## config.mk

```make
export PLATFORM = sky130hd
export DESIGN_NAME = seg_scan_ctrl
export DESIGN_NICKNAME = d
export VERILOG_FILES = /design/src/rtl/seg_scan_ctrl.sv
export SDC_FILE = /design/constraint.sdc
export NUM_CORES = 1
export LEC_CHECK = 0
export BUFFER_PORTS_ARGS = -buffer_cell sky130_fd_sc_hd__clkbuf_2
export CORE_ASPECT_RATIO = 2
export CORE_MARGIN = 3
export CORE_UTILIZATION = 50
export DETAILED_ROUTE_END_ITERATION = 16
export PLACE_DENSITY = 0.78
export SLEW_MARGIN = 40
export SYNTH_ARGS = -nofsm -noshare
export SYNTH_HDL_FRONTEND = slang
export SYNTH_SLANG_ARGS = --single-unit
```

## constraint.sdc

```tcl
create_clock -name clock -period 1.81 [get_ports clock]
set_input_delay 0.0905 -clock clock [delete_from_list [all_inputs] [get_ports clock]]
set_output_delay 0.0905 -clock clock [all_outputs]
set_load 0.03 [all_outputs]
```

## src/rtl/seg_scan_ctrl.sv

```systemverilog
// Converter sequencer and multiplexed 7-segment scan driver.
// Optional macro SEG_LEAD_ZERO_BLANK_EN enables leading-zero blanking at shadow load.
module seg_scan_ctrl #(
    parameter int SCAN_DIV  = 1000,
    parameter int BLANK_CYC = 2,
    parameter int CONV_LAT  = 3
) (
    input  logic       clock,
    input  logic       rst_n,
    input  logic       in_valid,
    output logic       in_ready,
    input  logic [7:0] in_hex,
    output logic [7:0] conv_hex,
    input  logic [6:0] conv_digi_0,
    input  logic [6:0] conv_digi_1,
    input  logic [6:0] conv_digi_2,
    output logic       busy,
    output logic       upd_done,
    output logic [6:0] seg,
    output logic [2:0] dig_en
);

    localparam int PW = (SCAN_DIV > 1) ? $clog2(SCAN_DIV) : 1;
    localparam int WW = (CONV_LAT > 0) ? $clog2(CONV_LAT + 1) : 1;
    localparam logic [6:0] ZERO_CODE = 7'b0111111;

    typedef enum logic {
        S_IDLE,
        S_WAIT
    } state_t;

    state_t        state, state_nxt;
    logic [WW-1:0] cnt, cnt_nxt;
    logic          accept;
    logic          load;
    logic [6:0]    shadow_0, shadow_1, shadow_2;
    logic [6:0]    ld_1, ld_2;
    logic [PW-1:0] presc, presc_nxt;
    logic [1:0]    slot, slot_nxt;
    logic [6:0]    seg_nxt;

    always_comb begin
        state_nxt = state;
        cnt_nxt   = cnt;
        accept    = 1'b0;
        load      = 1'b0;
        in_ready  = 1'b0;
        busy      = 1'b0;
        unique case (state)
            S_IDLE: begin
                in_ready = 1'b1;
                if (in_valid) begin
                    accept    = 1'b1;
                    cnt_nxt   = WW'(CONV_LAT);
                    state_nxt = S_WAIT;
                end
            end
            S_WAIT: begin
                busy = 1'b1;
                if (cnt == '0) begin
                    load      = 1'b1;
                    state_nxt = S_IDLE;
                end else begin
                    cnt_nxt = cnt - 1'b1;
                end
            end
            default: state_nxt = S_IDLE;
        endcase
    end

    always_comb begin
        ld_1 = conv_digi_1;
        ld_2 = conv_digi_2;
`ifdef SEG_LEAD_ZERO_BLANK_EN
        // A zero hundreds digit is dropped; a zero tens digit only if hundreds was.
        if (conv_digi_2 == ZERO_CODE) begin
            ld_2 = 7'b0000000;
            if (conv_digi_1 == ZERO_CODE) begin
                ld_1 = 7'b0000000;
            end
        end
`else
        if (ZERO_CODE == 7'b0000000) begin
            ld_1 = 7'b0000000;
        end
`endif
    end

    always_ff @(posedge clock or negedge rst_n) begin
        if (!rst_n) begin
            state    <= S_IDLE;
            cnt      <= '0;
            conv_hex <= 8'd0;
            upd_done <= 1'b0;
            shadow_0 <= 7'b0000000;
            shadow_1 <= 7'b0000000;
            shadow_2 <= 7'b0000000;
        end else begin
            state    <= state_nxt;
            cnt      <= cnt_nxt;
            upd_done <= load;
            if (accept) begin
                conv_hex <= in_hex;
            end
            if (load) begin
                shadow_0 <= conv_digi_0;
                shadow_1 <= ld_1;
                shadow_2 <= ld_2;
            end
        end
    end

    always_comb begin
        presc_nxt = presc + 1'b1;
        slot_nxt  = slot;
        if (presc == PW'(SCAN_DIV - 1)) begin
            presc_nxt = '0;
            slot_nxt  = (slot == 2'd2) ? 2'd0 : slot + 2'd1;
        end
        seg_nxt = 7'b0000000;
        if (int'(presc_nxt) >= BLANK_CYC) begin
            unique case (slot_nxt)
                2'd0:    seg_nxt = shadow_0;
                2'd1:    seg_nxt = shadow_1;
                2'd2:    seg_nxt = shadow_2;
                default: seg_nxt = 7'b0000000;
            endcase
        end
    end

    // seg and dig_en are registered from the next-slot view so they move together.
    always_ff @(posedge clock or negedge rst_n) begin
        if (!rst_n) begin
            presc  <= '0;
            slot   <= 2'd0;
            dig_en <= 3'b001;
            seg    <= 7'b0000000;
        end else begin
            presc  <= presc_nxt;
            slot   <= slot_nxt;
            dig_en <= 3'b001 << slot_nxt;
            seg    <= seg_nxt;
        end
    end

endmodule

```

Word level (Yosys, flattened, before mapping):

Index checks and enable logic that the tools add are counted.

* register bits: 55
* bits of input ports: 32
* output and inout port bits: 21
* word-level logic and storage cells: 42

* $add $sub $neg: 3
* magnitude comparators: 1
* equality and inequality tests: 6
* shift-type cells: 1
* mux-type cells: 16
* bitwise operators: 1
* reductions and logical operators: 3

Operators with widths (count)
* $pmux W7 S3: 1
* $add A10 B1 Y10 const B: 1
* $eq A10 B10 Y1 const B: 1
* $ge A10 B2 Y1 const B: 1
* $mux W10: 1
* $mux W2: 4
* $mux W1: 7
* $mux W7: 1
* $eq A2 B2 Y1 const B: 2
* $logic_not A2 Y1: 2
* $ne A2 B2 Y1 const B: 2
* $pmux W2 S2: 1
* $shl A1 B2 Y3 const A: 1
* $add A2 B1 Y2 const B: 1
* $eq A2 B1 Y1 const B: 1
* $pmux W1 S2: 1
* $reduce_and A2 Y1: 1
* $sub A2 B1 Y2 const B: 1
* $not A1 Y1: 1

Logic depth before layout (Yosys ltp):

* depth after elaboration: 6
* mapped depth: 9
* depth with buffers taken out: 6

Worst setup path before layout:

OpenSTA, ideal clock, no wires.

* path type: reg2reg
* start point: reg presc[0]
* end point: reg seg[0]
* setup time: 0.145 ns
* data arrival time: 1.711 ns
* data required time: 1.665 ns
* setup slack: -0.046 ns
* stages on the path, launching flop included: 8
* buffers on the path: 1
* period minus slack after synthesis: 1.856 ns
* path through: dfrtp_1 -> ha_1 -> buf_6 -> and4_4 -> a41oi_1 -> o211ai_2 -> nor4_4 -> a41oi_1

* elaborated cells on any way between the ends: 10
* classes of those cells: add/sub (1); order compare (1); eq/ne (3); mux (4); reduce/logical (1)

RTL lines
* start, declared: line 38 `logic [PW-1:0] presc, presc_nxt;`
* start signal, assigned: line 139 `presc <= presc_nxt;`
* $add A10 B1 Y10 or $eq A10 B10 Y1 (tied branches): line 114, 116
* $mux W10 *: line 116 `if (presc == PW'(SCAN_DIV - 1)) begin`
* named net presc_nxt[8]: line 38
* $ge A10 B2 Y1 *: line 121 `if (int'(presc_nxt) >= BLANK_CYC) begin`
* $mux W7 *: line 121
* named net seg_nxt[0]: line 40 `logic [6:0] seg_nxt;`
* end signal, assigned: line 142 `seg <= seg_nxt;`
* end, declared: line 19 `output logic [6:0] seg,`

The timed path passes the listed nets; every way through them passes the cells marked *.
A chain may end at the register's enable or synchronous reset.

Worst setup path after layout:

* start point: reg presc[1]
* end point: reg seg[6]

* cells in the longest elaborated chain, start to end: 5
* elaborated cells on any way between the ends: 10
* classes of those cells: add/sub (1); order compare (1); eq/ne (3); mux (4); reduce/logical (1)

Ends and longest elaborated chain (line)
* parallel branches: the longest is 4 deep, another holds $add A10 B1 Y10
* $mux W7 *: 121
* named net seg_nxt[6]: 40

Mark *: on every way through the listed nets, which the timed path passes.

==> results.py <==
metrics = {
    "outcome": {
        "status": "finished with violations",
        "violations": "setup timing",
    },
    "synth": {
        "yosysSeqAreaShare_pct": 50.27,
        "synth_area_leaders": "dfrtp_1 (49%), mux2_2 (12%), nand3_1 (3.1%)",
        "synthAdderAreaFrac_pct": 0.9132,
        "synth_top_family_by_area": "simple AND/OR/NAND/NOR gates",
        "ys_async_sr_fraction_pct": 100.0,
        "ys_ff_latch": 55,
        "yosys.area_share.xor_xnor_pct": 2.237,
        "synth-simple-area-share_pct": 19.86,
        "yosysWarnings": 0,
        "synth_compound_area_share_pct": 10.05,
        "avgSynthCellArea_um2": 11.37,
        "mappedNetlistNets": 275,
        "synth.top_cell.area_share_pct": 49.32,
        "synth_cells": 241,
        "synth_top_area_cell": "dfrtp_1",
        "synth_area_um2": 2740,
        "synth_enable_flop_cells": 0,
        "synthFlopType": "dfrtp_1",
        "synth.mux.area_fraction_pct": 11.92,
        "yosysUniqueCellTypes": 44,
    },
    "min_path": {
        "hp-class": "in2reg",
        "min_from": "conv_digi_1[3]",
        "min_path_cells": 2,
        "holdPathEnd": "shadow_1[3]",
    },
    "die": {
        "start_util_pct": 52.38,
        "fp-row-count": 37,
        "dieWidth_um": 58.35,
        "core_area_um2": 5231,
        "die_y_um": 110.7,
        "ios": 53,
        "die-area_um2": 6458,
    },
    "sta": {
        "rsz0062_at_grt": "true",
        "final_hold_viol_count": 0,
        "slew_violations": 0,
        "finClkSkew_ps": 12.26,
        "fmax_ghz": 0.5369,
        "tns_ps": -185.2,
        "relSlewSlack_pct": 74.68,
        "worst_pin_slew_ps": 379.7,
        "finalCritPeriodShare_pct": 102.9,
        "postLayoutSetupSlackWorst_ps": -52.58,
        "layout_min_cycle_time_ps": 1863,
        "setup_violations": 7,
    },
    "placed_design": {
        "dp_hpwl_mm": 4.556,
        "gp_congestion": 0.8887,
        "port_buffers": 52,
        "place_inst": 353,
    },
    "final_layout": {
        "nets": 347,
        "syn2layout_area_growth_pct": 26.48,
        "layout-drive-gt1-share_pct": 42.04,
        "finalNonFillerCells": 372,
        "n_antenna_cell": 0,
    },
    "global_routing": {
        "grt_use_total_pct": 21.34,
        "grt_antenna_before_repair": 0,
        "grt_max_degree": 56,
        "grt_first_pass_wirelength_mm": 10.75,
        "grt.overflow.total": 0,
        "first_global_vias": 2337,
    },
    "worst_setup_path": {
        "reg2reg_to": "seg[6]",
        "crit_type": "reg2reg",
        "cp.arrival_ps": 2100,
        "cp_slowest_cell": "dfrtp_1",
        "crit_chain": "ha_4 > nand4_1 > buf_4 > nor3_4 > a2111oi_4 > nor4_4 > buf_6 > a41oi_1",
        "ff2ff_path_depth": 8,
        "critical_path.top_delay_family": "compound AO/OA/AOI/OAI gates",
        "start_kind": "flip-flop",
        "cp_max_fo": 7,
        "cp-end-kind": "flip-flop",
        "cp.buffers_inverters": 2,
        "r2r-start": "presc[1]",
        "rrSetupSlack_ps": -50,
        "crit_required_ps": 2040,
        "cp_slowest_stage_delay_ps": 430,
    },
    "flow_run": {
        "cap_violations": 0,
    },
    "detailed_routing": {
        "antenna_left": 0,
        "drt_iter0_markers": 77,
        "drc": 0,
        "wire_per_inst_um": 17.14,
        "num_vias": 2191,
        "drt_wl_total_mm": 6.375,
        "routed_via_density": 5.890,
        "drtPass1Iterations": 4,
    },
    "pwr": {
        "power_leakage_nw": 1.578,
        "power_density_nw_per_um2": 1290,
        "peakVddDrop_mv": 1.236,
    },
    "clock_tree": {
        "clock-root-buffer": "clkbuf_8",
        "cts_tree": "done",
        "clkTransAtPathRegs_ps": 100,
        "cts_sinks": 55,
        "clkLatencyLatePin_ps": 320,
        "clockBufferDepth": 2,
        "htree_levels": 2,
        "cts_made_buffers": 5,
    },
}
## metal layers
layer / vias to the layer above / track usage [%] / wire length (um)
met5: - / 0 / 0
met4: 0 / 10.06 / 190
met3: 16 / 3.497 / 276
met2: 72 / 39.06 / 3768
met1: 1095 / 22.32 / 2139
li1: 1008 / - / -
## worst register-to-register path: stages, from the launching register on
cell,delay (ps)
dfrtp_1,430
ha_4,200
nand4_1,170
buf_4,180
nor3_4,40
a2111oi_4,360
nor4_4,60
buf_6,140
a41oi_1,190
## timing repair
action                                 4_1_cts  5_1_grt
resized for setup                            4        7
gates cloned                                 0        0
endpoints found under the hold margin       62        1
pin swaps                                    5        2
buffers inserted                             1        0
setup endpoints to repair                    7        7
hold buffers                                 9        1
## synth_stat cells (2+ instances only)
master     n
dfrtp_1   54
mux2_2    29
nand3_1   17
nor2_1    13
nand2_1   10
a41oi_1    8
and2_1     8
and3_1     8
nor3b_1    8
o21ai_0    8
a31oi_1    7
buf_2      5
clkbuf_1   5
inv_1      5
nor2b_1    5
nor3_1     5
a21oi_1    4
buf_6      4
xnor2_1    4
xor2_1     3
and3_4     2
and4_1     2
and4_4     2
buf_1      2
buf_4      2
ha_1       2
nand4_1    2
## area by class of cell
class	count	area, um^2
clock buffer	5	68.82
timing repair buffer	83	559.3
multi-input combinational	163	1300
sequential	55	1379
tap	58	72.57
fill	402	1765
clock inverter	3	67.56
inverter	5	18.77
## stage by stage
stage	util (%)	area, um^2	total power, mW	worst slack [ps]	hold WS (ps)
finish	66.25	3466	4.469	-52.58	6.277
global route	66.25	3466	4.711	-137.3	2.461
CTS	65.58	3431	4.497	4.869	0.5264
detailed placement	60.58	3169	3.526	-56.66	111.8
global placement	60.58	3169	3.441	-11.46	111.2
floorplan	-	2760	3.012	1.959	-205.1
## where the power goes
part           switching, mW  leakage [nW]  internal (mW)
combinational          0.820         0.856          0.693
sequential             0.311         0.657           1.69
clock                  0.407        0.0644          0.551
## registers in the layout, indices dropped and copies added (netlist names), 2 cells and up
signal,flops
cnt,2
conv_hex,8
dig_en,3
presc,10
seg,7
shadow_0,7
shadow_1,7
shadow_2,7
slot,2
## cells by family after synthesis
group | after synthesis
AND/OR/NAND/NOR | 90
flip-flops | 55
AO/OA/AOI/OAI | 35
multiplexers | 29
buffers and inverters | 23
XOR/XNOR | 7
adder cells (fa/ha/maj) | 2
## worst max path at each step
stage                     slack (ps)  cells past startpoint  startpoint      to
after floorplan                    2                      9    presc[0]  seg[4]
after global placement           -10                      7    presc[0]  seg[6]
after detailed placement         -60                      7    presc[1]  seg[6]
after CTS                          5                      7    presc[2]  seg[1]
after global routing            -140                      8    presc[1]  seg[3]
final                            -50                      8    presc[1]  seg[6]
## cell usage in the layout, fill, tap and decap left out, types with 6 or more instances in the layout
cell / instances
mux2_2: 29
dfrtp_1: 53
buf_4: 17
o21ai_0: 6
dlygate4sd3_1: 10
nand3_1: 16
and3_1: 8
and2_1: 8
clkbuf_2: 52
nor2_1: 12
nand2_1: 10
a41oi_1: 6
nor3b_1: 8
a31oi_1: 7
Note: power is estimated with default switching activity, not from simulation.
